File: src/rtl/execute_stage.sv
// Execute stage: ALU, condition-code register and the EX/MEM pipeline register.
// Handles stall, flush and CCR restore for interrupt return.
module execute_stage #(
  parameter int WIDTH = 16,
  parameter int RA    = 3
) (
  input  logic             clk,
  input  logic             rst,
  input  logic             in_valid,
  input  logic             stall,
  input  logic             flush,
  input  logic [2:0]       operation,
  input  logic             set_flags,
  input  logic [WIDTH-1:0] src_a,
  input  logic [WIDTH-1:0] src_b,
  input  logic [RA-1:0]    rd_in,
  input  logic             reg_write_in,
  input  logic             mem_read_in,
  input  logic             mem_write_in,
  input  logic             ccr_load,
  input  logic [2:0]       ccr_in,
  output logic             out_valid,
  output logic [WIDTH-1:0] result,
  output logic [WIDTH-1:0] store_data,
  output logic [RA-1:0]    rd_out,
  output logic             reg_write_out,
  output logic             mem_read_out,
  output logic             mem_write_out,
  output logic [2:0]       ccr
);

  typedef enum logic [2:0] {
    OP_NOP  = 3'b000,
    OP_ADD  = 3'b001,
    OP_SUB  = 3'b010,
    OP_AND  = 3'b011,
    OP_OR   = 3'b100,
    OP_NOT  = 3'b101,
    OP_PASS = 3'b110,
    OP_INC  = 3'b111
  } op_e;

  op_e              op;
  logic [WIDTH-1:0] alu_res;
  logic             alu_c;
  logic             upd_c;
  logic             upd_nz;
  logic             commit;

  assign op     = op_e'(operation);
  assign commit = in_valid & ~stall & ~flush;

  // NOTE: every signal driven here gets a default first, so no path leaves it
  // unassigned and no latch is inferred.
  always_comb begin
    alu_res = '0;
    alu_c   = 1'b0;
    upd_c   = 1'b0;
    upd_nz  = 1'b0;
    unique case (op)
      OP_NOP:  ;
      OP_ADD: begin
        {alu_c, alu_res} = {1'b0, src_a} + {1'b0, src_b};
        upd_c  = 1'b1;
        upd_nz = 1'b1;
      end
      OP_SUB: begin
        alu_res = src_a - src_b;
        alu_c   = (src_a < src_b);
        upd_c   = 1'b1;
        upd_nz  = 1'b1;
      end
      OP_AND: begin
        alu_res = src_a & src_b;
        upd_nz  = 1'b1;
      end
      OP_OR: begin
        alu_res = src_a | src_b;
        upd_nz  = 1'b1;
      end
      OP_NOT: begin
        alu_res = ~src_a;
        upd_nz  = 1'b1;
      end
      OP_PASS: alu_res = src_b;
      OP_INC: begin
        {alu_c, alu_res} = {1'b0, src_a} + {{WIDTH{1'b0}}, 1'b1};
        upd_c  = 1'b1;
        upd_nz = 1'b1;
      end
      default: ;
    endcase
  end

  // Flush beats stall; a bubble clears the control bits but leaves data as is.
  // NOTE: sequential state uses non-blocking assignments so all registers
  // update together from values sampled before the edge.
  always_ff @(posedge clk or posedge rst) begin
    if (rst) begin
      out_valid     <= 1'b0;
      result        <= '0;
      store_data    <= '0;
      rd_out        <= '0;
      reg_write_out <= 1'b0;
      mem_read_out  <= 1'b0;
      mem_write_out <= 1'b0;
    end else if (flush || (!stall && !in_valid)) begin
      out_valid     <= 1'b0;
      reg_write_out <= 1'b0;
      mem_read_out  <= 1'b0;
      mem_write_out <= 1'b0;
    end else if (commit) begin
      out_valid     <= 1'b1;
      result        <= alu_res;
      store_data    <= src_b;
      rd_out        <= rd_in;
      reg_write_out <= reg_write_in;
      mem_read_out  <= mem_read_in;
      mem_write_out <= mem_write_in;
    end
  end

  // CCR is {C,N,Z}; a restore from ccr_in outranks any flag update.
  always_ff @(posedge clk or posedge rst) begin
    if (rst) begin
      ccr <= 3'b000;
    end else if (ccr_load) begin
      ccr <= ccr_in;
    end else if (commit && set_flags) begin
      if (upd_c)  ccr[2] <= alu_c;
      if (upd_nz) begin
        ccr[1] <= alu_res[WIDTH-1];
        ccr[0] <= (alu_res == '0);
      end
    end
  end

endmodule
File: config.mk
export PLATFORM = sky130hd
export DESIGN_NAME = execute_stage
export DESIGN_NICKNAME = d
export VERILOG_FILES = /design/src/rtl/execute_stage.sv
export SDC_FILE = /design/constraint.sdc
export NUM_CORES = 1
export LEC_CHECK = 0
export CELL_PAD_IN_SITES_DETAIL_PLACEMENT = 2
export CELL_PAD_IN_SITES_GLOBAL_PLACEMENT = 2
export CORE_MARGIN = 2
export CORE_UTILIZATION = 31
export CTS_CLUSTER_SIZE = 24
export DETAILED_ROUTE_END_ITERATION = 7
export MAX_ROUTING_LAYER = met4
export PLACE_DENSITY = 0.86
export SYNTH_ARGS = -nofsm -noshare
export SYNTH_HDL_FRONTEND = slang
export SYNTH_SLANG_ARGS = --single-unit
File: constraint.sdc
create_clock -name clk -period 1.7 [get_ports clk]
set_input_delay 0.34 -clock clk [delete_from_list [all_inputs] [get_ports clk]]
set_output_delay 0.34 -clock clk [all_outputs]
set_load 0.02 [all_outputs]
==> results of run 1 <==
[cells by family after synthesis]
family / after synthesis
and+or+nand+nor: 175
AOI/OAI and AO/OA: 170
buffers and inverters: 81
xor gates and xnor gates: 15
DFF: 42
adders and majority gates: 53
muxes: 42
[stage by stage]
step / utilization [%] / TNS [ns] / cells / setup WS (ns) / hold WS (ns)
floorplan: - / -8.59 / 578 / -1.08 / 0.406
global placement: 50.3 / -37.04 / 1046 / -1.84 / 0.489
detailed placement: 50.3 / -44.51 / 1046 / -2.28 / 0.500
[cells in the mapped netlist, types with 5 or more instances]
cell type  instances  area share (%)
ha_1              51              13
inv_1             47             3.7
nor2_1            47             3.7
a21oi_1           43             4.5
dfrtp_1           42              22
nand2_1           39             3.1
o21ai_0           27             2.8
mux2_2            26             6.1
nand3_1           19             2.0
mux2i_1           15             3.1
clkbuf_1          14             1.1
a22oi_1           12             1.9
buf_2             12             1.3
nor2b_1           12             1.6
xnor2_1           12             2.2
nand4_1           11             1.4
o221ai_1          11             2.0
o21a_1             8             1.3
a211oi_1           7             1.1
nor3_1             7            0.73
nand2b_1           6            0.78
o21bai_1           6            0.94
and3_1             5            0.65
buf_4              5            0.78
nor4_1             5            0.65
==> flow_summary.yaml, run 1 <==
outcome:
  status: "did not finish"
  haltStage: "clock tree synthesis"
  error: "[ERROR DPL-0033] detailed placement checks failed during check placement."
floorplanning:
  die_h_um: 128
  die_x_um: 128
  boundaryPins: 93
  initial_core_util_pct: 31.6
  std_cell_rows: 45
yosys:
  synth_async_sr_flop_share_pct: 100
  syn_area_per_cell_um2: 8.28
  synth_compound_area_share_pct: 25.9
  synthCells: 578
  syn-num-nets: 682
  synth-seq-cells: 42
  synthMuxAreaShare_pct: 9.49
  synth_edf_count: 0
  synth-main-ff-cell: "dfrtp_1"
  synth_top_family_by_area: "compound AO/OA/AOI/OAI gates"
  synth_adder_area_share_pct: 14.2
  ys_warn_count: 0
  netlist_area_um2: 4790
  yosysUniqueCellTypes: 79
  synth_seq_area_share_pct: 22.0
  synthSimpleGateAreaFrac_pct: 18.7
  synth_xor_area_share_pct: 2.75
place:
  place.gp.congestion: 1.06
  dp_hpwl_um: 23900
  placed_area_um2: 7620
  numPortBuffers: 92
clock_network:
  cts_setup_buffers: 41
  root_buffer: "clkbuf_16"
  hold_buffers: 0
  cts_sinks: 42
  ctsResizeCount: 319
  htree_levels: 2
  cts_buffer_depth: 2
  cts_buffers: 5
==> run 2: changes to the inputs <==
Settings changed: CELL_PAD_IN_SITES_DETAIL_PLACEMENT 2 to default, CELL_PAD_IN_SITES_GLOBAL_PLACEMENT 2 to default, CORE_UTILIZATION 31 to 36, CTS_CLUSTER_SIZE 24 to default, MAX_ROUTING_LAYER met4 to default, PLACE_DENSITY 0.86 to default, PLACE_DENSITY_LB_ADDON from default to 0.15.
==> run 2 against run 1 <==
The flow now finishes, with violations (setup timing). Synthesized cell count did not move. Synthesized area did not move.
==> flow_summary.yaml, run 2 <==
timing:
  slew_viol_final: 0
  setup_ws_ns: -1.06
  hold_slack_ns: 0.382
  fmax_mhz: 362
  hold_violations: 0
  tightestPinTransition_ns: 0.636
  rsz0062_at_grt: "true"
  fin_crit_sh_pct: 162
  maxSlewHeadroom_pct: 57.2
  fin_worst_skew_ns: 0
  tns_ns: -11.43
  fin_crit_ns: 2.76
  setup_viol: 18
yosys:
  synth_edf_count: 0
  yosys-top-cells-area: "dfrtp_1 22%, ha_1 13%, mux2_2 6.1%"
  synthCells: 578
  synth_async_sr_flop_share_pct: 100
  yosysTopAreaCellShare_pct: 22.0
  synth-main-ff-cell: "dfrtp_1"
  post-synth-top-count-cell: "ha_1"
  netlist_area_um2: 4790
  synth_seq_area_share_pct: 22.0
  syn_area_per_cell_um2: 8.28
  yosysUniqueCellTypes: 79
  synth-seq-cells: 42
  syn-num-nets: 682
  synth_commonest_cells: "51 x ha_1, 47 x inv_1, 47 x nor2_1"
  yosys.area.top_type: "dfrtp_1"
  ys_warn_count: 0
critical_path:
  critPathBufInv: 3
  required_ns: 1.95
  critical-path-max-stage-delay_ns: 0.39
  worst-path-max-fanout: 5
  cpMaxStageDelayCell: "fa_2"
  crit_type: "input pin to register"
  critPathCaptureType: "register"
  start_kind: "input pin"
  crit_chain: "buf_8 -> clkinvlp_4 -> buf_6 -> fa_2 -> a21oi_4 -> o41ai_4 -> a211o_1 -> a221oi_4 -> o21bai_1 -> a21oi_1 -> mux2_4 -> nor3_4 -> a31o_1"
  critPathArrivalTime_ns: 3.01
  path_delay_family: "compound AO/OA/AOI/OAI gates"
run:
  max-cap-violations: 0
pwr:
  p_total_mw: 5.52
  p_leak_nw: 4.06
  pwr_density_cell_nw_per_um2: 602
  vdd_drop_max_v: 0.000511
floorplanning:
  fp.dieArea_um2: 14200
  std_cell_rows: 42
  die_h_um: 119
  boundaryPins: 93
  initial_core_util_pct: 36.4
  die_x_um: 119
  core-area_um2: 13100
clock_network:
  cts_tree: "done"
  cts_sinks: 42
  cts_buffers: 5
  htree_levels: 2
  hold_buffers: 0
  cts_buffer_depth: 2
  root_buffer: "clkbuf_16"
  clk_pin_slew_ns: 0.08
  clkLatencyLatePin_ns: 0.31
place:
  numPortBuffers: 92
  placed_area_um2: 7700
  dp.cells: 1044
  pre_cts_ws_ns: -1.88
  place.gp.congestion: 0.992
  dp_hpwl_um: 16000
final_layout:
  diodes: 0
  biggestRegsByFlops: "result x16, store_data x16"
  final_common_cell: "buf_4"
  final_nets: 1022
  layout_common_cells: "234 x buf_4, 63 x clkdlybuf4s50_1, 42 x dfrtp_1"
  final_area_um2: 9170
  fin_cells: 1095
  drive_above_1_share_pct: 53.4
  fillCellCount: 1039
  areaGrowthSynthToFinish_pct: 91.7
  final_util_pct: 69.8
route:
  wl_um: 22500
  drtPass1Iterations: 5
  postRouteAntennaNets: 0
  avgViaCountPerCell: 5.53
  avgRoutedWirePerCell_um: 20.6
  num_vias: 6059
  drtIter0Drc: 416
  drc: 0
global_route:
  antenna_found_initial: 0
  grt_pass1_vias: 6161
  grt_remaining_overflow: 0
  track_usage_pct: 30.1
  grt_first_pass_wirelength_um: 33500
  grt_max_degree: 43
outcome:
  violations: "setup timing"
  status: "finished with violations"
hold_path:
  hp-class: "input pin to async pin"
run 2: where the power goes:
group | total, mW | internal, mW | switching (mW) | leakage [nW]
clock network | 1.07 | 0.555 | 0.519 | 0.0704
registers | 1.28 | 1.18 | 0.101 | 0.499
logic | 3.16 | 1.63 | 1.54 | 3.49
total | 5.52 | 3.36 | 2.16 | 4.06
run 2: path summary, 6_finish.rpt:
check	startpoint	end	slack, ns	depth (start not counted)
max in group asynchronous	rst	ccr[2]	1.08	3
min	rst	store_data[2]	0.38	3
max reg2reg	ccr[0]	ccr[0]	0.83	3
max	src_b[1]	ccr[0]	-1.06	13
min reg2reg	store_data[12]	store_data[12]	0.51	1
min in group clk	src_b[1]	store_data[1]	0.38	3
run 2: timing repair:
action / 4_1_cts / 5_1_grt
resized for setup: 194 / 105
pin swaps: 70 / 87
endpoints found under the setup margin: 38 / 26
gates cloned: 1 / 1
setup buffers: 34 / 27
run 2: area by class of cell:
class	instances	area (µm²)	share of cell area, %
inverter	49	204	2.22
sequential	42	1050	11.5
timing repair buffer	365	3190	34.8
multi-input combinational	455	4360	47.5
tap	176	220	2.40
clock inverter	3	25.0	0.273
clock buffer	5	125	1.36
run 2: worst register-to-register path, stage by stage, from the launching register on:
cell and delay [ns]:
dfrtp_1 0.41, nand2_1 0.06, o21ai_0 0.10, a31o_1 0.20
run 2: cell families (layout without fill, tap and decap cells):
logic type / after synthesis / count (layout) / share of synthesized area (%)
flops: 42 / 42 / 22.0
xor+xnor: 15 / 15 / 2.75
fa+ha+maj: 53 / 53 / 14.2
buf+inv: 81 / 422 / 7.06
compound gates: 170 / 170 / 25.9
simple gates: 175 / 175 / 18.7
mux: 42 / 42 / 9.49
run 2: metal layers:
layer / GRT usage, % / part of all wire [%] / vias to the layer above / wire (µm)
met3: 4.12 / 5.0 / 52 / 1120
met1: 38.7 / 42 / 2986 / 9470
met5: 0 / 0 / - / 0
met2: 52.6 / 50 / 217 / 11300
met4: 8.38 / 2.9 / 0 / 659
li1: - / - / 2804 / -
Note: power is estimated with default switching activity, not from simulation.
